===== src/rtl/ss_pkg.sv =====
// Shared constants for the WS2812B frame sequencer: state encoding and
// default timing at a 100 MHz system clock.
package ss_pkg;

  localparam int STATE_W = 3;

  localparam logic [STATE_W-1:0] SWAIT  = 3'd0;
  localparam logic [STATE_W-1:0] SSHIP  = 3'd1;
  localparam logic [STATE_W-1:0] SNEXT  = 3'd2;
  localparam logic [STATE_W-1:0] SLATCH = 3'd3;
  localparam logic [STATE_W-1:0] SGAP   = 3'd4;

  localparam int DEF_NUM_CH          = 4;
  localparam int DEF_CHW             = 2;
  localparam int DEF_DEBOUNCE_CYCLES = 1000000;  // 10 ms
  localparam int DEF_LATCH_CYCLES    = 30000;    // 300 us, above the 280 us reset
  localparam int DEF_GAP_CYCLES      = 1000000;  // 10 ms between frames
  localparam int DEF_CNTW            = 20;

endpackage


===== src/rtl/ss_debounce.sv =====
// Go-button conditioner: 2-flop synchroniser followed by a saturating
// stable-high counter. Emits one go_evt pulse per press; the button must
// be released before another press can be recognised.
module ss_debounce #(
  parameter int DEBOUNCE_CYCLES = 1000000,  // must be >= 2
  parameter int CNTW            = 20
) (
  input  logic clk,
  input  logic reset,
  input  logic go_btn,
  output logic go_evt
);

  localparam logic [CNTW-1:0] LAST     = CNTW'(DEBOUNCE_CYCLES - 1);
  localparam logic [CNTW-1:0] PRE_LAST = CNTW'(DEBOUNCE_CYCLES - 2);

  logic [1:0]      sync_q;
  logic [CNTW-1:0] cnt_q;
  logic            evt_q;

  // Synchronise, count stable-high clocks, pulse on the step into LAST.
  always_ff @(posedge clk or negedge reset) begin
    if (!reset) begin
      sync_q <= '0;
      cnt_q  <= '0;
      evt_q  <= 1'b0;
    end else begin
      sync_q <= {sync_q[0], go_btn};
      if (!sync_q[1])
        cnt_q <= '0;
      else if (cnt_q != LAST)
        cnt_q <= cnt_q + CNTW'(1);
      evt_q <= sync_q[1] && (cnt_q == PRE_LAST);
    end
  end

  assign go_evt = evt_q;

endmodule


===== src/rtl/ss_frame_sequencer.sv =====
// Frame sequencer for NUM_CH WS2812B strips: ships each channel in turn
// through the GRB engine, times the line-low latch itself, and optionally
// auto-repeats with an idle gap. Stop is only honoured at frame boundaries.
module ss_frame_sequencer
  import ss_pkg::*;
#(
  parameter int NUM_CH          = DEF_NUM_CH,
  parameter int CHW             = DEF_CHW,
  parameter int DEBOUNCE_CYCLES = DEF_DEBOUNCE_CYCLES,
  parameter int LATCH_CYCLES    = DEF_LATCH_CYCLES,
  parameter int GAP_CYCLES      = DEF_GAP_CYCLES,
  parameter int CNTW            = DEF_CNTW
) (
  input  logic            clk,
  input  logic            reset,
  input  logic            go_btn,
  input  logic            continuous,
  input  logic            stop,
  input  logic            done,
  output logic            ship_grb,
  output logic [CHW-1:0]  ch_idx,
  output logic            latch_active,
  output logic            ready2go,
  output logic            frame_done,
  output logic [15:0]     frame_count
);

  localparam logic [CHW-1:0]  LAST_CH   = CHW'(NUM_CH - 1);
  localparam logic [CNTW-1:0] LATCH_END = CNTW'(LATCH_CYCLES - 1);
  localparam logic [CNTW-1:0] GAP_END   = CNTW'(GAP_CYCLES - 1);

  logic                go_evt;
  logic [STATE_W-1:0]  state_q, state_d;
  logic [CHW-1:0]      ch_q, ch_d;
  logic [CNTW-1:0]     cnt_q, cnt_d;
  logic                frame_done_q, frame_done_d;
  logic [15:0]         frame_count_q;

  ss_debounce #(
    .DEBOUNCE_CYCLES (DEBOUNCE_CYCLES),
    .CNTW            (CNTW)
  ) u_debounce (
    .clk    (clk),
    .reset  (reset),
    .go_btn (go_btn),
    .go_evt (go_evt)
  );

  // Next-state logic; the latch and gap timers share cnt_q.
  always_comb begin
    state_d      = state_q;
    ch_d         = ch_q;
    cnt_d        = cnt_q;
    frame_done_d = 1'b0;
    case (state_q)
      SWAIT: begin
        if (go_evt) begin
          state_d = SSHIP;
          ch_d    = '0;
        end
      end
      SSHIP: begin
        if (done) state_d = SNEXT;
      end
      SNEXT: begin
        // One ship_grb-low clock between channels.
        if (ch_q == LAST_CH) begin
          state_d = SLATCH;
          cnt_d   = '0;
        end else begin
          state_d = SSHIP;
          ch_d    = ch_q + CHW'(1);
        end
      end
      SLATCH: begin
        if (cnt_q == LATCH_END) begin
          frame_done_d = 1'b1;
          ch_d         = '0;
          cnt_d        = '0;
          state_d      = (continuous && !stop) ? SGAP : SWAIT;
        end else begin
          cnt_d = cnt_q + CNTW'(1);
        end
      end
      SGAP: begin
        if (stop || !continuous) begin
          state_d = SWAIT;
          cnt_d   = '0;
        end else if (cnt_q == GAP_END) begin
          state_d = SSHIP;
          ch_d    = '0;
          cnt_d   = '0;
        end else begin
          cnt_d = cnt_q + CNTW'(1);
        end
      end
      default: state_d = SWAIT;
    endcase
  end

  // State, channel, timer and frame bookkeeping registers.
  always_ff @(posedge clk or negedge reset) begin
    if (!reset) begin
      state_q       <= SWAIT;
      ch_q          <= '0;
      cnt_q         <= '0;
      frame_done_q  <= 1'b0;
      frame_count_q <= '0;
    end else begin
      state_q      <= state_d;
      ch_q         <= ch_d;
      cnt_q        <= cnt_d;
      frame_done_q <= frame_done_d;
      if (frame_done_d) frame_count_q <= frame_count_q + 16'd1;
    end
  end

  assign ship_grb     = (state_q == SSHIP);
  assign latch_active = (state_q == SLATCH);
  assign ready2go     = (state_q == SWAIT);
  assign ch_idx       = ch_q;
  assign frame_done   = frame_done_q;
  assign frame_count  = frame_count_q;

endmodule


===== config.mk =====
export PLATFORM = sky130hd
export DESIGN_NAME = ss_frame_sequencer
export DESIGN_NICKNAME = d
export VERILOG_FILES = /design/src/rtl/ss_pkg.sv /design/src/rtl/ss_debounce.sv /design/src/rtl/ss_frame_sequencer.sv
export SDC_FILE = /design/constraint.sdc
export NUM_CORES = 1
export LEC_CHECK = 0
export CORE_MARGIN = 4
export CORE_UTILIZATION = 57
export CTS_CLUSTER_DIAMETER = 100
export DETAILED_ROUTE_END_ITERATION = 10
export HOLD_SLACK_MARGIN = 0.15
export PLACE_DENSITY = 0.87
export SYNTH_ARGS = -nofsm -noshare
export SYNTH_HDL_FRONTEND = slang
export SYNTH_SLANG_ARGS = --single-unit
export TNS_END_PERCENT = 20

===== constraint.sdc =====
create_clock -name clk -period 2.8 [get_ports clk]
set_clock_uncertainty 0.1 [all_clocks]
set_input_delay 0.7 -clock clk [delete_from_list [all_inputs] [get_ports clk]]
set_output_delay 0.7 -clock clk [all_outputs]
set_load 0.01 [all_outputs]

==> summary.txt, run 1 <==
Outcome
  • Status: finished clean

Floorplan
  • Die area: 7469 um^2
  • Row count: 28
  • Core area: 5956 um^2
  • IO Pins: 28
  • Initial Util: 58.87%
  • Die Ht: 86.43 um
  • Die width: 86.43 um

Synthesis
  • Fraction of registers with async set/reset: 100.0%
  • Yosys warnings: 0
  • Number of flops mapped to enable cells by yosys: 0
  • Sequential fraction of the synthesis area: 46.40%
  • Syn_area_per_cell: 9.424 um^2
  • Synth Flop Type: dfrtp_1
  • Netlist cell types: 45
  • Mapped cell area: 3506 um^2
  • Syn Inst Count: 372
  • Mapped Nets: 383
  • Synthesized flop and latch total: 65

Clocking
  • Post-CTS Setup Inserts: 0
  • CTS Sinks: 65
  • Hold buffer count at CTS: 0
  • Worst-skew pair later-pin latency: 0.35 ns
  • H-tree depth: 3
  • Post_cts resized: 0
  • Cts bufs inserted: 9
  • Root buffer cell: clkbuf_8
  • Clock slew at reported path FFs: 0.08 ns
  • Longest Clk Path Bufs: 2
  • CTS tree: yes

Final layout
  • Area delta synth->final: 17.81%
  • Fillcell total: 443
  • Finished Layout Cells: 480
  • Antenna cell count: 0
  • Area of the multi-input gates: 1755 um^2
  • Register area: 1629 um^2
  • Fin nets: 411
  • Final Instance Area: 4130 um^2
  • Share of layout cells above drive strength 1: 8.642%

Worst setup path
  • Critical Path RT: 2.00 ns
  • R2r setup slk: 0.43 ns
  • Crit path arrival time: 1.88 ns
  • CP max FO: 11
  • Critical Path Sink Type: output pin
  • Crit path launch type: flop
  • Crit path kind: reg2out

Detailed routing
  • Drt pass-1 iters: 5
  • DRT iter0 DRCs: 283
  • DRC violations left: 0
  • Via Count: 2921
  • Via density: 6.085
  • Drt wl/cell: 16.04 um
  • Detailed Route WL: 7.698 mm
  • Final ANT Viol Nets: 0

Timing
  • Setup tns final: 0 ns
  • Period utilization: 95.86%
  • Final Hold Vio Count: 0
  • Setup violators final: 0
  • Rel. slew slack: 56.25%
  • Final Max Slew Viols: 0
  • Slew @ Worst Pin: 0.6502 ns
  • RSZ-0062 raised after global routing: no
  • F_max: 372.6 MHz
  • Post-layout min period: 2.684 ns

GRT
  • Antenna violations before repair: 0
  • GRT Util Overall: 22.23%
  • First-pass GRT wire length: 13.15 mm
  • Largest net degree at the start of global routing: 66
  • GRT overflow: 0
  • Vias in the first global route: 2728

Placed design
  • DP Area: 3862 um^2
  • Port bufs: 27
  • Gpl congestion: 0.8644
  • Post-placement cell count: 464
  • Detailed placement HPWL: 5.148 mm

Power
  • Leak: 0.001831 uW
  • VDD IR max: 0.4283 mV
  • Final Power: 3160 uW
  • Pwr/cell area: 765.1 nW/um^2

Worst hold path
  • Worst min-delay path class: in2async

Job
  • Max Cap Violations: 0
==> sequential cells by signal, summed over array words and instances (netlist names) <==
name and count:
frame_done 1, u_debounce.cnt_q 20, cnt_q 20, state_q 3
frame_count 16, ch_idx 2, u_debounce.sync_q 2, u_debounce.go_evt 1
==> Yosys cell counts (2+ instances only) <==
| cell type | count | area (um^2) |
|---|---|---|
| o21ai_0 | 18 | 90.09 |
| nor4bb_1 | 2 | 20.02 |
| and2_1 | 20 | 125.1 |
| nor3_1 | 12 | 60.06 |
| dfrtp_1 | 65 | 1627 |
| ha_1 | 5 | 62.56 |
| clkbuf_1 | 11 | 41.29 |
| a21o_1 | 2 | 15.01 |
| inv_1 | 13 | 48.80 |
| nor2b_1 | 6 | 37.54 |
| mux2_4 | 2 | 30.03 |
| nand4_1 | 16 | 100.1 |
| a22oi_1 | 2 | 15.01 |
| mux2_2 | 2 | 22.52 |
| nand2b_1 | 3 | 18.77 |
| o21a_1 | 2 | 15.01 |
| o211ai_1 | 4 | 30.03 |
| a21boi_0 | 4 | 30.03 |
| and3_1 | 9 | 56.30 |
| and4_1 | 7 | 61.31 |
| buf_2 | 6 | 30.03 |
| nor4b_1 | 4 | 35.03 |
| nand2_1 | 34 | 127.6 |
| o22ai_1 | 10 | 62.56 |
| xor2_1 | 12 | 105.1 |
| and3b_1 | 2 | 17.52 |
| a21oi_1 | 7 | 35.03 |
| nor4_1 | 7 | 43.79 |
| nor4_2 | 3 | 37.54 |
| nand3_1 | 22 | 110.1 |
| or3_1 | 4 | 25.02 |
| xnor2_1 | 20 | 175.2 |
| o2111ai_1 | 2 | 17.52 |
| mux2i_1 | 2 | 20.02 |
| nor2_1 | 22 | 82.58 |
==> cells by family after synthesis <==
group	synth area share, %
simple gates	28.19
flops	46.40
compound gates	10.03
xor+xnor	7.994
buf+inv	3.533
mux	2.070
fa+ha+maj	1.784
==> worst paths after layout <==
| check | start | cells after the start | endpoint |
|---|---|---|---|
| hold / removal | reset | 2 | frame_count[6] |
| hold reg to reg | u_debounce.sync_q[0] | 0 | u_debounce.sync_q[1] |
| min in group clk | u_debounce.sync_q[0] | 0 | u_debounce.sync_q[1] |
| setup / recovery | state_q[0] | 4 | latch_active |
| max in group asynchronous | reset | 2 | state_q[0] |
| setup reg to reg | cnt_q[16] | 5 | cnt_q[7] |
==> cell type report <==
type                    instances  area share (%)
flip-flops and latches         65           39.44
well taps                      75           2.272
inverters                      13           1.181
clock inverters                 7           3.423
multi-input cells             276           42.50
repair buffers                 35           8.179
clock buffers                   9           2.999
==> placed cells by master (no fill, tap or decap), types with 3 or more instances in the layout <==
cell              n
o22ai_1          10
nor2_1           22
clkbuf_8          9
o211ai_1          4
nor2b_1           6
buf_4             7
xor2_1           12
nor4_1            7
nand3_1          22
bufinv_16         4
nand2_1          34
nor4b_1           4
nand4_1          16
inv_1            13
o21ai_0          18
and3_1            9
nor4_2            3
a21boi_0          4
and4_1            7
clkdlybuf4s50_1  26
or3_1             4
a21oi_1           7
dfrtp_1          63
nand2b_1          3
ha_1              5
xnor2_1          20
nor3_1           12
and2_1           20
==> where the power goes <==
part	leakage, uW	total, uW	internal (uW)	switching [uW]
Clock	0.000130	1060	683	382
Sequential	0.000882	1340	1090	252
Combinational	0.000819	753	348	406
==> worst max-delay path, stage by stage, from the launching register on <==
cell	delay, ns
dfrtp_2	0.48
nand2_1	0.08
or2_2	0.33
inv_1	0.11
clkdlybuf4s50_1	0.55
==> per-layer routing <==
layer  up-vias  track usage [%]  part of all wire, %
met5         -                0                    0
li1       1373                -                    -
met2       105            33.31                   48
met3        21            5.798                  5.9
met4         0            9.632                  2.6
met1      1422            30.56                   44
==> per-stage QoR <==
stage | setup slack, ns | util, % | hold slack, ns
after floorplan | 0.6008 | - | 0.2312
after global placement | 0.1515 | 64.85 | 0.2331
after detailed placement | 0.1193 | 64.85 | 0.2405
after CTS | 0.03392 | 69.31 | 0.2591
after global routing | 0.03863 | 69.35 | 0.2798
final | 0.1158 | 69.35 | 0.2557
(Power assumes the default switching activity.)
==> run 2, diff against run 1 <==
CORE_ASPECT_RATIO = 1.2   (was not set)
==> run 2 against run 1 <==
Die area hardly changed. Fmax increased by 0.93%. Sequential power is essentially flat. Worst hold slack got worse by 0.0079 ns. Register-to-register slack worse by 0.05 ns. Setup slack better by 0.025 ns. Critical endpoint unchanged. Largest power group unchanged. Highest routed layer unchanged.
==> summary.txt, run 2 (synthesis gave the netlist of run 1 again) <==
Outcome
  • Status: finished clean

Final layout
  • Share of layout cells above drive strength 1: 8.189% (-0.45 points)
  • Most common cell after layout, fill and taps aside: dfrtp_1
  • Most frequent cells in the layout: dfrtp_1 (63), nand2_1 (34), clkdlybuf4s50_1 (26)
  • Antenna cell count: 0 (unchanged)
  • Area delta synth->final: 15.81%
  • Finished Layout Cells: 485 (+1.0%)
  • Fin nets: 410 (-0.24%)

Floorplan
  • Die area: 7474 um^2 (about the same)
  • IO Pins: 28 (unchanged)
  • Die width: 79.59 um (-7.9%)
  • Core area: 6012 um^2 (+0.95%)
  • Initial Util: 58.31% (-0.55 points)
  • Row count: 31 (+11%)
  • Die Ht: 93.91 um (+8.7%)

Placed design
  • Detailed placement HPWL: 5.137 mm (-0.21%)
  • Gpl congestion: 0.9165 (+6.0%)
  • Port bufs: 27 (unchanged)
  • Place WS: 0.1510 ns (+0.03168 ns)
  • Post-placement cell count: 470 (+1.3%)

Detailed routing
  • Via density: 5.909 (-2.9%)
  • Via Count: 2866 (-1.9%)
  • Drt pass-1 iters: 4 (-1)
  • Drt wl/cell: 14.84 um (-7.5%)
  • Final ANT Viol Nets: 0 (unchanged)
  • DRC violations left: 0 (unchanged)
  • Detailed Route WL: 7.198 mm (-6.5%)
  • DRT iter0 DRCs: 201 (-29%)

Worst setup path
  • Critical Path RT: 2.00 ns (about the same)
  • RR Startpoint: cnt_q[12]
  • Worst-path cell chain: or2_2 > inv_1 > clkdlybuf4s50_1
  • R2r setup slk: 0.38 ns (-0.05 ns)
  • Critical path's slowest cell: clkdlybuf4s50_1
  • Crit path arrival time: 1.86 ns (-0.02 ns)
  • Crit path kind: reg2out
  • Crit path launch type: flop
  • Worst flop-to-flop path endpoint: cnt_q[18]
  • Critical Path Sink Type: output pin
  • CP max FO: 9 (-2)
  • Slowest stage delay, CP: 0.54 ns (about the same)
  • Worst reg2reg path depth: 5 (unchanged)

Timing
  • Setup violators final: 0 (unchanged)
  • Final Hold Vio Count: 0 (unchanged)
  • Period utilization: 94.98% (-0.89 points)
  • Rel. slew slack: 55.83% (-0.42 points)
  • Setup tns final: 0 ns (unchanged)
  • RSZ-0062 raised after global routing: no
  • Post-layout min period: 2.659 ns (-0.02482 ns)
  • Worst Slack Setup Final: 0.1406 ns (+0.02482 ns)
  • Final hold slack: 0.2478 ns (-0.007875 ns)
  • F_max: 376.0 MHz (+0.93%)
  • Slew @ Worst Pin: 0.6565 ns (+0.006294 ns)
  • Final Max Slew Viols: 0 (unchanged)

Clocking
  • Cts bufs inserted: 9 (unchanged)
  • Clock slew at reported path FFs: 0.07 ns (about the same)
  • Post-CTS Setup Inserts: 0 (unchanged)
  • Worst-skew pair later-pin latency: 0.34 ns (about the same)
  • Root buffer cell: clkbuf_8
  • H-tree depth: 3 (unchanged)
  • CTS tree: yes
  • Longest Clk Path Bufs: 2 (unchanged)
  • CTS Sinks: 65 (unchanged)

GRT
  • GRT overflow: 0 (unchanged)
  • Vias in the first global route: 2778 (+1.8%)
  • Largest net degree at the start of global routing: 41 (-38%)
  • GRT Util Overall: 21.28% (-0.96 points)
  • Antenna violations before repair: 0 (unchanged)
  • First-pass GRT wire length: 12.53 mm (-4.7%)

Job
  • Max Cap Violations: 0 (unchanged)

Power
  • Leak: 0.001794 uW (-2.0%)
  • VDD IR max: 0.3779 mV (-12%)
  • Pwr/cell area: 700.3 nW/um^2 (-8.5%)

Worst hold path
  • Worst min-delay path class: in2async
-- run 2: cell count changes in the layout (fill, tap and decap cells not counted), sizes merged --
cell | before | now
buf | 9 | 8
bufinv | 4 | 1
clkbuf | 9 | 10
clkinv | 1 | 3
inv | 14 | 13
-- run 2: per-stage QoR --
step           utilization [%]  power (uW)  cell area [um^2]
3_5_place_dp             64.27        2063              3864
5_1_grt                  67.53        3007              4060
3_3_place_gp             64.27        2024              3864
4_1_cts                  67.49        2852              4058
2_1_floorplan                -        1822              3506
6_report                 67.53        2843              4060
-- run 2: area by class of cell --
| type | instances | area [um^2] |
|---|---|---|
| fill | 476 | 1952 |
| multi-input combinational | 276 | 1755 |
| clock inverter | 5 | 56.30 |
| tap | 82 | 102.6 |
| clock buffer | 10 | 137.6 |
| inverter | 13 | 48.80 |
| timing repair buffer | 34 | 330.3 |
| sequential | 65 | 1629 |
-- run 2: worst max-delay path by stage --
stage,startpoint,to,slack [ns],cells past startpoint
final,state_q[2],latch_active,0.14,3
after global routing,state_q[0],latch_active,0.07,4
after CTS,state_q[0],latch_active,0.06,4
after detailed placement,stop,ch_idx[0],0.15,5
after global placement,stop,ch_idx[1],0.17,5
after floorplan,cnt_q[0],ch_idx[0],0.60,6
-- run 2: what timing repair did --
| item | CTS | global route |
|---|---|---|
| hold buffers | 0 | 0 |
| endpoints found under the setup margin | 0 | 1 |
| resized for setup | 0 | 2 |
| hold endpoints to repair | 0 | 0 |
-- run 2: report_power, final --
| part | leakage, uW | switching [uW] | internal [uW] | total (uW) |
|---|---|---|---|---|
| Combinational | 0.000814 | 374 | 338 | 712 |
| Clock | 0.0000981 | 351 | 428 | 779 |
| Sequential | 0.000882 | 262 | 1090 | 1350 |
-- run 2: critical path, delay by kind of cell, from the launching register on --
kind,cells,cell delay (ns)
buf+inv,2,0.65
flops,1,0.47
simple gates,1,0.39
-- run 2: per-layer routing --
layer	GRT usage [%]	wire length, um
met1	24.12	2882
met3	3.263	331
met4	11.46	132
met5	0	0
met2	37.88	3851
==> run 3, diff against run 2 <==
==> constraint.sdc (replaced) <==
create_clock -name clk -period 2.6 [get_ports clk]
set_clock_uncertainty 0.1 [all_clocks]
set_input_delay 0.65 -clock clk [delete_from_list [all_inputs] [get_ports clk]]
set_output_delay 0.65 -clock clk [all_outputs]
set_load 0.1 [all_outputs]
==> run 3 against run 2 <==
Non-clock buffer count grew 2. Power increased by 19%. Global-route usage is 0.61 points higher. Final area hardly changed. Sequential share of layout area is essentially flat. Critical path depth rose by 3. Cell count grew 0.62%. Largest cell class unchanged. Largest power group unchanged. Utilization hardly changed.
==> summary.txt, run 3 (synthesis gave the netlist of run 1 again) <==
Outcome
  • Status: finished clean

Floorplan
  • Die Ht: 93.91 um (unchanged)
  • Die width: 79.59 um (unchanged)
  • Initial Util: 58.31% (unchanged)
  • Core area: 6012 um^2 (unchanged)
  • Die area: 7474 um^2 (unchanged)
  • Row count: 31 (unchanged)
  • IO Pins: 28 (unchanged)

Power
  • Pwr/cell area: 836.7 nW/um^2 (+19%)
  • VDD IR max: 0.4970 mV (+32%)
  • Leak: 0.001855 uW (+3.4%)

GRT
  • First-pass GRT wire length: 12.88 mm (+2.8%)
  • GRT Util Overall: 21.89% (+0.61 points)
  • Vias in the first global route: 2850 (+2.6%)
  • GRT overflow: 0 (unchanged)
  • Largest net degree at the start of global routing: 42 (+2.4%)
  • Antenna violations before repair: 0 (unchanged)

Worst setup path
  • RR Startpoint: cnt_q[1]
  • Crit path kind: reg2reg
  • Critical Path Sink Type: flop
  • Worst reg2reg path depth: 6 (+1)
  • Worst flop-to-flop path endpoint: ch_idx[0]
  • R2r setup slk: 0.20 ns (-0.18 ns)
  • Slowest stage delay, CP: 0.50 ns (-0.04 ns)
  • Critical Path RT: 2.74 ns (+0.74 ns)
  • Worst-path cell chain: ha_1 > and3_1 > nand3_1 > or4_1 > a211o_1 > mux2_4
  • Crit path launch type: flop
  • Critical path's slowest cell: or4_1
  • Crit path arrival time: 2.54 ns (+0.68 ns)
  • CP max FO: 5 (-4)

Clocking
  • H-tree depth: 3 (unchanged)
  • Worst-skew pair later-pin latency: 0.36 ns (+0.02 ns)
  • Clock slew at reported path FFs: 0.08 ns (about the same)
  • Longest Clk Path Bufs: 2 (unchanged)
  • CTS tree: yes
  • Hold buffer count at CTS: 0 (unchanged)
  • Post_cts resized: 0 (unchanged)
  • Post-CTS Setup Inserts: 0 (unchanged)
  • Cts bufs inserted: 9 (unchanged)
  • Root buffer cell: clkbuf_8
  • CTS Sinks: 65 (unchanged)

Final layout
  • Area delta synth->final: 15.74% (about the same)
  • Fin nets: 412 (+0.49%)
  • Most common cell after layout, fill and taps aside: dfrtp_1
  • Share of layout cells above drive strength 1: 14.04% (+5.9 points)
  • Antenna cell count: 0 (unchanged)
  • Most frequent cells in the layout: dfrtp_1 (65), nand2_1 (34), buf_4 (28)
  • Fillcell total: 464 (-2.5%)

Detailed routing
  • Via density: 5.916 (+0.11%)
  • Via Count: 2887 (+0.73%)
  • Drt wl/cell: 14.88 um (+0.24%)
  • DRT iter0 DRCs: 205 (+2.0%)
  • Drt pass-1 iters: 5 (+1)
  • DRC violations left: 0 (unchanged)
  • Final ANT Viol Nets: 0 (unchanged)
  • Detailed Route WL: 7.260 mm (+0.86%)

Timing
  • RSZ-0062 raised after global routing: no
  • Worst Slack Setup Final: 0.1986 ns (+0.05801 ns)
  • Final Max Slew Viols: 0 (unchanged)
  • F_max: 416.4 MHz
  • Final Hold Vio Count: 0 (unchanged)
  • Rel. slew slack: 56.49% (+0.66 points)
  • Slew @ Worst Pin: 0.6467 ns (-0.009829 ns)
  • Period utilization: 92.36%
  • Post-layout min period: 2.401 ns
  • Setup violators final: 0 (unchanged)
  • Setup tns final: 0 ns (unchanged)

Placed design
  • Port bufs: 27 (unchanged)
  • Gpl congestion: 0.9266 (+1.1%)
  • Detailed placement HPWL: 5.222 mm (+1.7%)
  • Place WS: -0.02355 ns (-0.1745 ns)

Job
  • Max Cap Violations: 0 (unchanged)

Worst hold path
  • Worst min-delay path class: in2async
-- run 3: worst max path at each step --
stage / end / cells after the start / startpoint
detailed placement: ch_idx[0] / 5 / stop
floorplan: cnt_q[0] / 8 / state_q[2]
global placement: ch_idx[1] / 5 / stop
global route: ch_idx[0] / 6 / cnt_q[0]
finish: ch_idx[0] / 6 / cnt_q[1]
CTS: latch_active / 4 / state_q[0]
-- run 3: where the power goes --
part / internal, uW / switching, uW / leakage, uW / total (uW)
clock network: 469 / 402 / 0.0000949 / 871
registers: 1170 / 292 / 0.000884 / 1460
logic: 403 / 659 / 0.000876 / 1060
total: 2040 / 1350 / 0.00185 / 3400
-- run 3: metrics by stage --
stage / cells / power, uW / hold slack, ns / util [%] / area [um^2]
after global placement: 472 / 2472 / 0.2362 / 64.10 / 3854
final: 488 / 3395 / 0.1758 / 67.49 / 4058
after detailed placement: 472 / 2525 / 0.2457 / 64.10 / 3854
after global routing: 488 / 3596 / 0.2174 / 67.49 / 4058
after floorplan: 372 / 2206 / 0.2312 / - / 3511
after CTS: 488 / 3406 / 0.1903 / 67.49 / 4058
-- run 3: cell type report --
class / instances / area (um^2) / area share (%)
tap: 82 / 102.6 / 2.529
clock inverter: 6 / 66.31 / 1.634
sequential: 65 / 1627 / 40.09
inverter: 13 / 48.80 / 1.203
timing repair buffer: 36 / 315.3 / 7.771
clock buffer: 10 / 137.6 / 3.392
multi-input combinational: 276 / 1760 / 43.39
-- run 3: worst max-delay path, delay by kind of cell, from the launching register on --
kind | cells | cell delay (ns)
AND/OR/NAND/NOR | 3 | 0.86
flip-flops | 1 | 0.42
AO/OA/AOI/OAI | 1 | 0.36
multiplexers | 1 | 0.31
adder cells (fa/ha/maj) | 1 | 0.23
-- run 3: per-layer routing --
metal / part of all wire (%) / GRT usage, %
met1: 42 / 25.58
met2: 51 / 37.05
met3: 5.1 / 5.758
met4: 2.0 / 10.46
met5: 0 / 0
